--- src/rtl/fetch_pkg.sv ---
// Shared widths, reset PC default and FSM state type for the instruction fetch sequencer.
package fetch_pkg;

    localparam int unsigned FETCH_ADDR_W  = 16;
    localparam int unsigned FETCH_INSTR_W = 16;
    localparam logic [FETCH_ADDR_W-1:0] FETCH_RESET_PC = 16'h0000;

    typedef enum logic [1:0] {
        IDLE = 2'd0,
        REQ  = 2'd1,
        WAIT = 2'd2,
        HOLD = 2'd3
    } fetch_state_t;

endpackage

--- src/rtl/fetch_pc_reg.sv ---
// Program counter register: loads either pc+1 (wrapping) or a redirect target.
module fetch_pc_reg #(
    parameter int unsigned       ADDR_W   = 16,
    parameter logic [ADDR_W-1:0] RESET_PC = '0
) (
    input  logic              clock,
    input  logic              reset_n,
    input  logic              load,
    input  logic              sel_redirect,
    input  logic [ADDR_W-1:0] redirect_pc,
    output logic [ADDR_W-1:0] pc
);

    logic [ADDR_W-1:0] pc_next;

    always_comb begin
        pc_next = sel_redirect ? redirect_pc : pc + ADDR_W'(1);
    end

    always_ff @(posedge clock or negedge reset_n) begin
        if (!reset_n) begin
            pc <= RESET_PC;
        end else if (load) begin
            pc <= pc_next;
        end
    end

endmodule

--- src/rtl/instruction_fetch.sv ---
// Fetch sequencer: one outstanding imem request, valid/ready handoff to decode, branch redirects.
// FETCH_BYPASS_EN: forwards the memory response straight to decode while in WAIT.
module instruction_fetch
    import fetch_pkg::*;
#(
    parameter int unsigned       ADDR_W   = FETCH_ADDR_W,
    parameter int unsigned       INSTR_W  = FETCH_INSTR_W,
    parameter logic [ADDR_W-1:0] RESET_PC = ADDR_W'(FETCH_RESET_PC)
) (
    input  logic               clock,
    input  logic               reset_n,
    output logic               imem_req_valid,
    input  logic               imem_req_ready,
    output logic [ADDR_W-1:0]  imem_addr,
    input  logic               imem_rsp_valid,
    input  logic [INSTR_W-1:0] imem_rsp_data,
    output logic               instr_valid,
    input  logic               instr_ready,
    output logic [INSTR_W-1:0] instr,
    output logic [ADDR_W-1:0]  instr_pc,
    input  logic               redirect_valid,
    input  logic [ADDR_W-1:0]  redirect_pc
);

    fetch_state_t       state;
    fetch_state_t       state_n;
    logic               drop;
    logic               drop_n;
    logic               pc_load;
    logic               pc_sel_redirect;
    logic               capture;
    logic [ADDR_W-1:0]  pc;
    logic               req_valid_q;
    logic               instr_valid_q;
    logic [INSTR_W-1:0] instr_q;
    logic [ADDR_W-1:0]  instr_pc_q;

    fetch_pc_reg #(
        .ADDR_W   (ADDR_W),
        .RESET_PC (RESET_PC)
    ) u_pc_reg (
        .clock        (clock),
        .reset_n      (reset_n),
        .load         (pc_load),
        .sel_redirect (pc_sel_redirect),
        .redirect_pc  (redirect_pc),
        .pc           (pc)
    );

    // Next-state, drop tracking and PC update control; redirect outranks everything.
    always_comb begin
        state_n         = state;
        drop_n          = drop;
        pc_load         = 1'b0;
        pc_sel_redirect = 1'b0;
        capture         = 1'b0;
        case (state)
            IDLE: begin
                state_n = REQ;
            end
            REQ: begin
                if (redirect_valid) begin
                    pc_load         = 1'b1;
                    pc_sel_redirect = 1'b1;
                    if (imem_req_ready) begin
                        drop_n  = 1'b1;
                        state_n = WAIT;
                    end
                end else if (imem_req_ready) begin
                    state_n = WAIT;
                end
            end
            WAIT: begin
                if (redirect_valid) begin
                    pc_load         = 1'b1;
                    pc_sel_redirect = 1'b1;
                    if (imem_rsp_valid) begin
                        drop_n  = 1'b0;
                        state_n = REQ;
                    end else begin
                        drop_n = 1'b1;
                    end
                end else if (imem_rsp_valid) begin
                    if (drop) begin
                        drop_n  = 1'b0;
                        state_n = REQ;
                    end
`ifdef FETCH_BYPASS_EN
                    else if (instr_ready) begin
                        pc_load = 1'b1;
                        state_n = REQ;
                    end
`endif
                    else begin
                        capture = 1'b1;
                        state_n = HOLD;
                    end
                end
            end
            HOLD: begin
                if (redirect_valid) begin
                    pc_load         = 1'b1;
                    pc_sel_redirect = 1'b1;
                    state_n         = REQ;
                end else if (instr_ready) begin
                    pc_load = 1'b1;
                    state_n = REQ;
                end
            end
            default: begin
                state_n = IDLE;
            end
        endcase
    end

    always_ff @(posedge clock or negedge reset_n) begin
        if (!reset_n) begin
            state         <= IDLE;
            drop          <= 1'b0;
            req_valid_q   <= 1'b0;
            instr_valid_q <= 1'b0;
            instr_q       <= '0;
            instr_pc_q    <= '0;
        end else begin
            state         <= state_n;
            drop          <= drop_n;
            req_valid_q   <= (state_n == REQ);
            instr_valid_q <= (state_n == HOLD);
            if (capture) begin
                instr_q    <= imem_rsp_data;
                instr_pc_q <= pc;
            end
        end
    end

    assign imem_req_valid = req_valid_q;
    assign imem_addr      = pc;

`ifdef FETCH_BYPASS_EN
    // A live, non-dropped response is visible to decode in the same cycle it returns.
    logic bypass_hit;
    assign bypass_hit  = (state == WAIT) && imem_rsp_valid && !drop && !redirect_valid;
    assign instr_valid = instr_valid_q | bypass_hit;
    assign instr       = bypass_hit ? imem_rsp_data : instr_q;
    assign instr_pc    = bypass_hit ? pc : instr_pc_q;
`else
    assign instr_valid = instr_valid_q;
    assign instr       = instr_q;
    assign instr_pc    = instr_pc_q;
`endif

endmodule

--- config.mk ---
export PLATFORM = sky130hd
export DESIGN_NAME = instruction_fetch
export DESIGN_NICKNAME = d
export VERILOG_FILES = /design/src/rtl/fetch_pkg.sv /design/src/rtl/fetch_pc_reg.sv /design/src/rtl/instruction_fetch.sv
export SDC_FILE = /design/constraint.sdc
export NUM_CORES = 1
export LEC_CHECK = 0
export ABC_AREA = 1
export CORE_UTILIZATION = 49
export DETAILED_ROUTE_END_ITERATION = 16
export PLACE_DENSITY = 0.84
export RECOVER_POWER = 50
export SLEW_MARGIN = 25
export SYNTH_ARGS = -nofsm -noshare
export SYNTH_HDL_FRONTEND = slang
export SYNTH_SLANG_ARGS = --single-unit
--- constraint.sdc ---
create_clock -name clock -period 4.55 [get_ports clock]
set_clock_uncertainty 0.05 [all_clocks]
set_input_delay 0.455 -clock clock [delete_from_list [all_inputs] [get_ports clock]]
set_output_delay 0.455 -clock clock [all_outputs]
set_load 0.02 [all_outputs]
# == Word level (Yosys, flattened, before mapping) ==
# Index checks and enable logic that the tools add are counted.
# totals
register_bits,53
input_bits,38
# classes
n_addsub,1
n_reduce_logical,5
mux,24
eq_ne,8
# ops
cell,count
$add 16x1->16 const B,1
$mux 16,1
$mux 2,7
$mux 1,13
$pmux 2 s4,1
$eq 2x2->1 const B,3
$eq 2x1->1 const B,2
$ne 2x2->1 const B,2
$pmux 1 s2,2
$reduce_and 4->1,1
$ne 3x3->1 const B,1
$reduce_or 3->1,1
$logic_not 2->1,1
$reduce_bool 2->1,1
$reduce_or 2->1,1

# == Depth between registers and ports, before layout ==
# Gate-level depths: netlist of the first run.
# depth
word_depth,5
depth_mapped,10

# == Modules after synthesis ==
# From an unflattened synthesis of the first run, not the netlist that was laid out.
# unflattened
cells_unflattened,371
area_unflattened_um2,2778.9
# modules_own_cells
mod,area_per_inst_um2,seq_area_each_um2,cells_per_inst,n_inst
instruction_fetch,1612.8,925.9,186,1
fetch_pc_reg,1166.1,400.4,185,1

# == Worst setup path after synthesis of the first run ==
# OpenSTA, ideal clock, no wires.
# synth_path
path_kind,register to register
startpoint,register state[0]
endpoint,register u_pc_reg.pc[3]
path_stages_with_launch,9
setup_ns,0.123
setup_slack_ns,2.967
period_less_slack_ns,1.583
arrival_time_ns,1.410
path_cell_list,dfrtp_1 > inv_1 > ha_1 > inv_2 > nand2_2 > buf_6 > or2_2 > a21oi_1 > a21oi_1
# synth_between
elab_chain_cells,4
word_cells_on_any_way,8
# synth_rtl
element,line_no,source
from (decl),instruction_fetch.sv:25,fetch_state_t state;
from (signal assigned),instruction_fetch.sv:125,state <= state_n;
$eq 2x2->1 / $eq 2x1->1 (equally long branches),instruction_fetch.sv:57,case (state)
$reduce_or 3->1 (no source line),--,
$mux 1,--,
$mux 16,fetch_pc_reg.sv:17,pc_next = sel_redirect ? redirect_pc : pc + ADDR_W'(1);
to (signal assigned),fetch_pc_reg.sv:24,pc <= pc_next;
to (decl),fetch_pc_reg.sv:11,output logic [ADDR_W-1:0] pc
# Parallel ways exist; a longest one is shown, timed or not.
# A chain may end at the register's enable or synchronous reset.

==> results of run 1 <==
-- cell usage after synthesis --
cell and count:
a21oi_1 7, ha_1 6, nand2_1 75, nor2_1 26
a22oi_1 2, nor3b_1 1, a31oi_1 2, or2_2 2
inv_4 1, o21ai_0 25, nand3b_1 1, buf_4 1
o21ai_4 1, mux2_2 10, o21ai_1 7, nand4_1 5
buf_6 3, nand2_2 1, nand3_1 21, o22ai_1 1
nor2_2 2, inv_2 4, mux2_1 8, dfrtp_1 53
nor3_1 1, inv_1 29, o211ai_1 2, buf_2 6
nand3_2 2
-- final cells by class --
class / count / area share (%)
Clock buffer: 5 / 1.90
Multi-Input combinational cell: 208 / 31.0
Tap cell: 70 / 2.41
Sequential cell: 53 / 36.6
Clock inverter: 3 / 0.586
Inverter: 34 / 3.59
Timing Repair Buffer: 88 / 24.0
-- how the worst max path moves through the flow --
stage	cells after the start	to
2_1_floorplan	8	u_pc_reg.pc[3]
3_3_place_gp	5	instr[1]
3_5_place_dp	5	instr[5]
4_1_cts	6	instr[5]
5_1_grt	2	u_pc_reg.pc[8]
6_report	2	instr[9]
-- routing by layer --
metal  global-route usage [%]  up-vias  wire length (um)
li1                         -     1169                 -
met1                     27.1     1126              2530
met2                     39.1       87              3000
met3                     5.69        4               463
met4                     7.20        0                51
met5                        0        -                 0
-- tightest hold or removal path, stage by stage, from the launching register on --
cell     delay (ns)
dfrtp_1        0.34
nand2_1        0.05
o21ai_0        0.06
-- placed cells by master (no fill, tap or decap), drive strengths merged --
cell,n
clkinv,1
a21oi,7
buf,1
o22ai,1
o211ai,2
clkbuf,6
nand3,23
nor2,28
clkinvlp,1
a22oi,2
dfrtp,53
o21ai,33
mux2,18
dlygate4sd3,23
nand4,5
clkdlybuf4s50,63
nor3,1
inv,35
ha,6
nand3b,1
nand2,76
or2,2
a31oi,2
nor3b,1
-- cell families after synthesis --
group / share of synthesized area, %
simple gates: 22.1
flops: 50.0
compound gates: 9.81
buf+inv: 7.59
mux: 7.64
fa+ha+maj: 2.83
-- power breakdown --
part | internal, W | leakage, nW | switching [W] | total, W
sequential | 0.000655 | 0.689 | 0.000154 | 0.000808
combinational | 0.000500 | 1.07 | 0.000691 | 0.00119
clock | 0.000109 | 0.0445 | 0.000156 | 0.000266
total | 0.00126 | 1.80 | 0.00100 | 0.00227
-- metrics by stage --
stage	std cells	utilization (%)	worst slack, ns	total power, W
after floorplan	305	-	2.97	0.00154
after detailed placement	453	68.5	1.89	0.00204
after global placement	453	68.5	1.99	0.00200
final	461	70.2	1.81	0.00227
after CTS	461	70.2	2.06	0.00231
after global routing	461	70.2	1.23	0.00245
-- flip-flops by register name, summed over array words and instances (netlist names) --
signal and flops:
instr 16, instr_pc 16, u_pc_reg.pc 16, state 2, drop 1, imem_req_valid 1
instr_valid 1
==> reports/qor.csv, run 1 <==
stage,metric,value,unit
setup_path,worstPathRequired,4.33,ns
clock_network,cts_sinks,53,
setup_path,worstSetupPathType,primary input to asynchronous set/reset pin,
run,maxCapViolations,1,
setup_path,rrSetupSlack,2.12,ns
routing,ant_nets,0,
synth,ys_seq_area_share,50.0,%
routing,via_count,2386,
finish,drive_above_1_share,8.18,%
synth,syn_area,2650,um2
clock_network,ctsRootBufferMaster,clkbuf_8,
placement,post_dp_cell_area,3540,um2
setup_path,cp_top_family,buffers and inverters,
placement,io_buffers,87,
sta,fmax,365,MHz
sta,relSlewSlack,-85.7,%
clock_network,clk_latency,0.31,ns
floorplan,die_area,5710,um2
global_route,grt_first_pass_wirelength,9590,um
setup_path,r2r_start,state[0],
finish,regArea,1330,um2
clock_network,clk_path_buf_depth,2,
sta,finalHoldViolCount,0,
sta,max_slew.worst_pin.slew,2.79,ns
clock_network,cts_tree,built,
placement,gp_congestion,0.853,
sta,final-setup-viol-count,0,
routing,drt_pass1_iterations,4,
floorplan,io_pins,88,
synth,ys_seq_elements,53,
placement,dpl.hpwl,4350,um
synth,yosysTopAreaCell,dfrtp_1,
finish,syn_to_final_growth,36.8,%
clock_network,cts_made_buffers,5,
synth,postSynthNetCount,349,
global_route,antenna_found_initial,0,
finish,multi_input_area,1120,um2
sta,post-route-period-util,60.3,%
power,leakage,1.80,nW
synth,yosys_warnings,0,
routing,drt_iter0_markers,125,
floorplan,die_w,75.6,um
global_route,gr-total-overflow,0,
clock_network,cts_setup_buffers,0,
routing,wire_per_inst,13.1,um
synth,avgSynthCellArea,8.70,um2
sta,post-route-min-period,2.74,ns
finish,n_fill_cell,413,
status,status,finished with violations,
floorplan,die_height,75.6,um
setup_path,slowest_delay,1.96,ns
synth,synth_top_area_share,50.0,%
clock_network,ctsHoldBuffers,0,
sta,drv_slew,54,
floorplan,start_util,51.3,%
setup_path,reg2reg_to,instr[5],
global_route,track_usage,22.4,%
finish,diodes,0,
setup_path,slowest_stage,clkbuf_1,
power,irDropWorstVdd,0.000346,V
synth,synthesis.instances,305,
power,power_density,624,nW/um2
routing,via_per_inst,5.18,
setup_path,startpoint,reset_n,
clock_network,cts_resized,0,
sta,finalSetupTns,0,ns
synth,synthTopCellsByArea,"dfrtp_1 50%, nand2_1 11%, o21ai_0 4.7%",
finish,final_area,3630,um2
hold_path,hold_path_depth,2,
floorplan,rows,26,
hold_path,hold_end,instr_pc[13],
clock_network,clkTransAtPathRegs,0.09,ns
setup_path,cp_num_buf_inv,2,
clock_network,cts_max_level,2,
sta,timing.hold.ws,0.435,ns
floorplan,core-area,5170,um2
status,violations,"max-capacitance violations, max-slew violations",
hold_path,min_from,instr_pc[13],
setup_path,critPathCaptureType,asynchronous set/reset pin,
setup_path,reg2reg_depth,6,
sta,rsz0062_at_grt,false,
setup_path,cp-start-kind,primary input,
setup_path,arrival,2.52,ns
global_route,grt_max_degree,54,
routing,route.detailed.drc,0,
setup_path,crit_fanout,53,
routing,drt-total-wl,6050,um
synth,synth_cell_type_count,29,
global_route,grt_pass1_vias,2206,
hold_path,hp-class,flip-flop to flip-flop,
setup_path,path_cells,buf_2 > clkbuf_1,
finish,final_nets,434,
(Power assumes the default switching activity.)
==> inputs of run 2 (changes only) <==
- CORE_UTILIZATION: 49 -> 41
- PLACE_DENSITY: 0.84 -> 0.75
- clock period: 4.55 -> 2.4 ns (I/O delays scaled with it)
==> run 2 against run 1 <==
  * The flow now finishes without violations
  * Die area increased by 19%
  * Cell area increased by 2.0%
  * Combinational power increased by 91%
  * Wire length increased by 4.7%
==> reports/qor.csv, run 2 (synthesis gave the netlist of run 1 again) <==
stage,metric,value,unit,change
floorplan,io_pins,88,,unchanged
sta,max_slew.worst_pin.slew,0.711,ns,was 2.79 ns
hold_path,hp-class,flip-flop to flip-flop,,unchanged
clock_network,clkTransAtPathRegs,0.10,ns,was 0.09 ns
run,maxCapViolations,0,,was 1
routing,wl_met3,427,um,was 463 um
setup_path,cp-start-kind,flip-flop,,was primary input
floorplan,core-area,6100,um2,was 5170 um2
finish,final_common_cell,nand2_1,,unchanged
floorplan,die_height,82.4,um,was 75.6 um
status,status,completed,,was finished with violations
sta,post-route-min-period,1.96,ns,
global_route,track_usage,19.4,%,was 22.4%
routing,m1WireLength,2770,um,was 2530 um
clock_network,clk_latency,0.31,ns,about the same
sta,finalSetupTns,0,ns,unchanged
routing,drt-total-wl,6330,um,was 6050 um
clock_network,cts_tree,built,,unchanged
setup_path,slowest_stage,dfrtp_1,,was clkbuf_1
clock_network,cts_resized,0,,unchanged
clock_network,cts_made_buffers,5,,unchanged
routing,via_count,2348,,"was 2,386"
setup_path,arrival,2.11,ns,was 2.52 ns
setup_path,cp_top_family,buffers and inverters,,unchanged
clock_network,cts_sinks,53,,unchanged
sta,post-route-period-util,81.6,%,
power,p_int,0.00251,W,was 0.00126 W
sta,drv_slew,0,,was 54
setup_path,cp_num_buf_inv,5,,was 2
routing,highest_layer,met4,,unchanged
setup_path,crit_fanout,29,,was 53
clock_network,ctsRootBufferMaster,clkbuf_8,,unchanged
power,clockPowerShare,13.8,%,was 11.7%
power,seqPwrFrac,34.9,%,was 35.7%
floorplan,die_w,82.4,um,was 75.6 um
sta,relSlewSlack,52.6,%,was -85.7%
finish,regArea,1330,um2,unchanged
sta,final-setup-viol-count,0,,unchanged
finish,multi_input_area,1120,um2,unchanged
power,irDropWorstVdd,0.000678,V,was 0.000346 V
global_route,grt_first_pass_wirelength,10000,um,was 9590 um
finish,stdcell_count,472,,was 461
floorplan,die_area,6800,um2,was 5710 um2
routing,route.detailed.drc,0,,unchanged
clock_network,clk_path_buf_depth,2,,unchanged
power,switching_power,0.00191,W,was 0.00100 W
placement,dpl.hpwl,4690,um,was 4350 um
global_route,antenna_found_initial,0,,unchanged
floorplan,start_util,43.5,%,was 51.3%
clock_network,cts_max_level,2,,unchanged
finish,final_nets,440,,was 434
setup_path,path_cells,inv_1 > ha_1 > inv_2 > nand2_2 > buf_4 > inv_2 > o21ai_0 > nand2_1 > nand2_1 > inv_1,,was buf_2 > clkbuf_1
finish,diodes,0,,unchanged
sta,finalHoldViolCount,0,,unchanged
finish,n_fill_cell,546,,was 413
placement,gp_congestion,0.899,,was 0.853
setup_path,worstPathRequired,2.55,ns,was 4.33 ns
routing,wire_per_inst,13.4,um,was 13.1 um
finish,syn_to_final_growth,39.5,%,was 36.8%
global_route,gr-total-overflow,0,,unchanged
routing,drt_pass1_iterations,4,,unchanged
finish,fin_util,60.7,%,was 70.2%
setup_path,critPathCaptureType,flip-flop,,was asynchronous set/reset pin
routing,drt_iter0_markers,94,,was 125
setup_path,worstSetupPathType,flip-flop to flip-flop,,was primary input to asynchronous set/reset pin
sta,rsz0062_at_grt,false,,unchanged
power,leakage,1.84,nW,was 1.80 nW
setup_path,slowest_delay,0.43,ns,was 1.96 ns
routing,via_per_inst,4.97,,was 5.18
finish,mostFrequentLayoutCells,"75 x nand2_1, 62 x clkdlybuf4s50_1, 53 x dfrtp_1, 29 x inv_1, 26 x nor2_1",,"was 75 x nand2_1, 63 x clkdlybuf4s50_1, 53 x dfrtp_1, 29 x inv_1, 26 x nor2_1"
power,power_density,1190,nW/um2,was 624 nW/um2
power,comb_power_share,51.3,%,was 52.6%
placement,dpl.cell_count,463,,was 453
global_route,grt_max_degree,32,,was 54
placement,io_buffers,87,,unchanged
sta,fmax,511,MHz,
global_route,grt_pass1_vias,2319,,"was 2,206"
power,p_sw_share,43.2,%,was 44.2%
routing,ant_nets,0,,unchanged
routing,met2_length,3100,um,was 3000 um
finish,drive_above_1_share,9.07,%,was 8.18%
floorplan,rows,28,,was 26
==> run 2: area by class of cell <==
cell class                      count  share of cell area [%]
Sequential cell                    53                    35.8
Clock buffer                        5                    1.86
Clock inverter                      3                    1.18
Multi-Input combinational cell    208                    30.4
Inverter                           34                    3.52
Tap cell                           75                    2.54
Timing Repair Buffer               94                    24.7
==> run 2: layer usage <==
metal | vias up | track usage, %
met5 | - | 0
met4 | 0 | 5.61
met3 | 4 | 4.07
met2 | 75 | 34.9
met1 | 1096 | 23.1
li1 | 1173 | -
==> run 2: repair_timing <==
item                      4_1_cts  5_1_grt
buffers inserted                0        0
hold endpoints to repair       29        0
hold buffers                    1        0
==> run 2: worst paths after layout <==
kind                               from        endpoint  slack [ns]  cells past startpoint
min in group asynchronous       reset_n     instr_pc[3]        0.46                      2
hold reg to reg            instr_pc[15]    instr_pc[15]        0.44                      2
hold / removal             instr_pc[15]    instr_pc[15]        0.44                      2
max in group asynchronous       reset_n  u_pc_reg.pc[8]        0.80                      3
setup reg to reg               state[0]  u_pc_reg.pc[8]        0.44                     10
setup / recovery               state[0]  u_pc_reg.pc[8]        0.44                     10
==> run 2: tightest hold or removal path, cell delays in order, from the launching register on <==
cell and delay [ns]:
dfrtp_1 0.36, nand2_1 0.05, o21ai_0 0.06
==> run 2: power by group through the flow <==
| stage | Clock (W) | Sequential, W | Combinational [W] |
|---|---|---|---|
| 2_1_floorplan | 0 | 0.00190 | 0.00102 |
| 3_3_place_gp | 0 | 0.00155 | 0.00228 |
| 3_5_place_dp | 0 | 0.00156 | 0.00232 |
| 4_1_cts | 0.000628 | 0.00155 | 0.00234 |
| 5_1_grt | 0.000661 | 0.00160 | 0.00250 |
| 6_report | 0.000612 | 0.00154 | 0.00227 |
==> run 2: metrics by stage <==
stage	worst slack, ns	hold WS (ns)	area (um2)	total power [W]
5_1_grt	0.254	0.467	3700	0.00476
6_report	0.442	0.444	3700	0.00442
2_1_floorplan	0.817	-0.106	2650	0.00292
4_1_cts	0.461	0.447	3710	0.00451
3_5_place_dp	0.482	0.281	3590	0.00389
3_3_place_gp	0.529	0.272	3590	0.00383
==> inputs of run 3 (changes only) <==
- clock period: 2.4 -> 1.8 ns (I/O delays scaled with it)
==> run 3 against run 2 <==
  * Global-route usage increased by 0.61 points
  * Highest routed layer unchanged
  * Die area unchanged
  * Combinational power is 44% higher
  * Worst setup slack got worse by 0.34 ns
  * Critical endpoint is now u_pc_reg.pc[3]
==> reports/qor.csv, run 3 (synthesis gave the netlist of run 1 again) <==
stage,metric,value,unit,change
routing,via_count,2427,,"was 2,348"
setup_path,worstSetupPathType,flip-flop to flip-flop,,unchanged
setup_path,crit_fanout,15,,was 29
finish,drive_above_1_share,10.4,%,was 9.07%
setup_path,arrival,1.84,ns,was 2.11 ns
finish,n_fill_cell,525,,was 546
sta,finalHoldViolCount,0,,unchanged
sta,fmax,587,MHz,was 511 MHz
floorplan,die_area,6800,um2,unchanged
clock_network,clk_path_buf_depth,2,,unchanged
setup_path,slowest_stage,dfrtp_2,,was dfrtp_1
clock_network,cts_tree,built,,unchanged
setup_path,cp-start-kind,flip-flop,,unchanged
sta,post-route-min-period,1.70,ns,was 1.96 ns
setup_path,cp_top_family,flip-flops,,was buffers and inverters
floorplan,start_util,43.5,%,unchanged
run,maxCapViolations,0,,unchanged
floorplan,die_w,82.4,um,unchanged
global_route,gr-total-overflow,0,,unchanged
placement,dpl.hpwl,4580,um,was 4690 um
clock_network,cts_made_buffers,5,,unchanged
placement,gp_congestion,0.885,,was 0.899
global_route,grt_first_pass_wirelength,10300,um,"was 10,000 um"
setup_path,path_cells,inv_1 > ha_1 > inv_2 > nand2_4 > buf_12 > or2_2 > a21oi_1 > a21oi_1,,was inv_1 > ha_1 > inv_2 > nand2_2 > buf_4 > inv_2 > o21ai_0 > nand2_1 > nand2_1 > inv_1
placement,post_dp_cell_area,3620,um2,was 3590 um2
finish,diodes,0,,unchanged
setup_path,cp_common_cell,a21oi_1,,
sta,max_slew.worst_pin.slew,1.20,ns,was 0.711 ns
power,leakage,1.88,nW,was 1.84 nW
finish,multi_input_area,1130,um2,was 1120 um2
global_route,antenna_found_initial,0,,unchanged
sta,post-route-period-util,94.6,%,was 81.6%
setup_path,cp_num_buf_inv,3,,was 5
routing,drt-total-wl,6500,um,was 6330 um
routing,via_per_inst,5.08,,was 4.97
global_route,grt_max_degree,35,,was 32
setup_path,critPathCaptureType,flip-flop,,unchanged
hold_path,hp-class,primary input to flip-flop,,was flip-flop to flip-flop
global_route,track_usage,20.0,%,was 19.4%
sta,relSlewSlack,20.0,%,was 52.6%
placement,dp_slack,-0.0702,ns,was 0.482 ns
clock_network,ctsRootBufferMaster,clkbuf_8,,unchanged
power,irDropWorstVdd,0.000968,V,was 0.000678 V
floorplan,rows,28,,unchanged
sta,worst_slack,0.0970,ns,was 0.442 ns
floorplan,io_pins,88,,unchanged
finish,mostFrequentLayoutCells,"75 x nand2_1, 70 x clkdlybuf4s50_1, 52 x dfrtp_1, 30 x inv_1, 27 x o21ai_0",,"was 75 x nand2_1, 62 x clkdlybuf4s50_1, 53 x dfrtp_1, 29 x inv_1, 26 x nor2_1"
hold_path,hold_path_depth,2,,unchanged
setup_path,reg2reg_depth,8,,was 10
status,status,completed,,unchanged
routing,route.detailed.drc,0,,unchanged
clock_network,cts_max_level,2,,unchanged
clock_network,clkTransAtPathRegs,0.09,ns,was 0.10 ns
finish,regArea,1330,um2,about the same
finish,final_area,3820,um2,was 3700 um2
placement,io_buffers,87,,unchanged
routing,wire_per_inst,13.6,um,was 13.4 um
setup_path,cp.depth,8,,was 10
finish,syn_to_final_growth,44.2,%,was 39.5%
power,power_density,1610,nW/um2,was 1190 nW/um2
sta,final-setup-viol-count,0,,unchanged
global_route,grt_busiest_layer,met2,,unchanged
finish,final_nets,446,,was 440
routing,drt_iter0_markers,108,,was 94
global_route,use_met1,24.2,%,was 23.1%
routing,drt_pass1_iterations,4,,unchanged
floorplan,core-area,6100,um2,unchanged
global_route,grt_pass1_vias,2323,,"was 2,319"
setup_path,worstPathRequired,1.94,ns,was 2.55 ns
routing,ant_nets,0,,unchanged
finish,final_common_cell,nand2_1,,unchanged
clock_network,cts_sinks,53,,unchanged
setup_path,slowest_delay,0.41,ns,was 0.43 ns
floorplan,die_height,82.4,um,unchanged
clock_network,clk_latency,0.30,ns,was 0.31 ns
global_route,use_met2,34.0,%,was 34.9%
sta,drv_slew,0,,unchanged
global_route,met3_usage,4.07,%,unchanged
run 3: power breakdown:
part / internal, W / switching, W
Sequential: 0.00166 / 0.000404
Clock: 0.000454 / 0.000382
Combinational: 0.00147 / 0.00181
run 3: per-stage QoR:
stage          power (W)  hold WS, ns  setup TNS, ns  utilization [%]  std cells
2_1_floorplan    0.00390       -0.166              0                -        305
3_3_place_gp     0.00514        0.120              0             59.4        463
3_5_place_dp     0.00521        0.123         -0.273             59.4        463
4_1_cts          0.00615        0.321              0             62.0        476
5_1_grt          0.00661        0.404        -0.0113             62.7        478
6_report         0.00617        0.414              0             62.7        478
run 3: layer usage:
metal	vias to the layer above	part of all wire (%)
li1	1183	-
met2	80	49
met3	9	6.1
met5	-	0
met4	0	1.2
met1	1155	44
run 3: area by class of cell:
class,instances,share of cell area (%)
clock buffers,7,2.26
clock inverters,1,0.785
multi-input cells,208,29.5
flip-flops and latches,53,34.7
inverters,34,3.40
well taps,75,2.45
repair buffers,100,26.9
run 3: final timing paths:
path,from,to,slack [ns]
max in group asynchronous,reset_n,state[1],0.34
max,state[1],u_pc_reg.pc[3],0.1
max reg2reg,state[1],u_pc_reg.pc[3],0.1
min reg2reg,instr[5],instr[5],0.44
min in group asynchronous,reset_n,instr_pc[6],0.59
min,imem_rsp_data[1],instr[1],0.41
run 3: timing repair:
action,4_1_cts,5_1_grt
pin swaps,1,1
cloned,0,1
setup endpoints to repair,10,7
buffers inserted,4,1
hold endpoints to repair,19,0
hold buffers,1,0
gates resized for setup,0,4
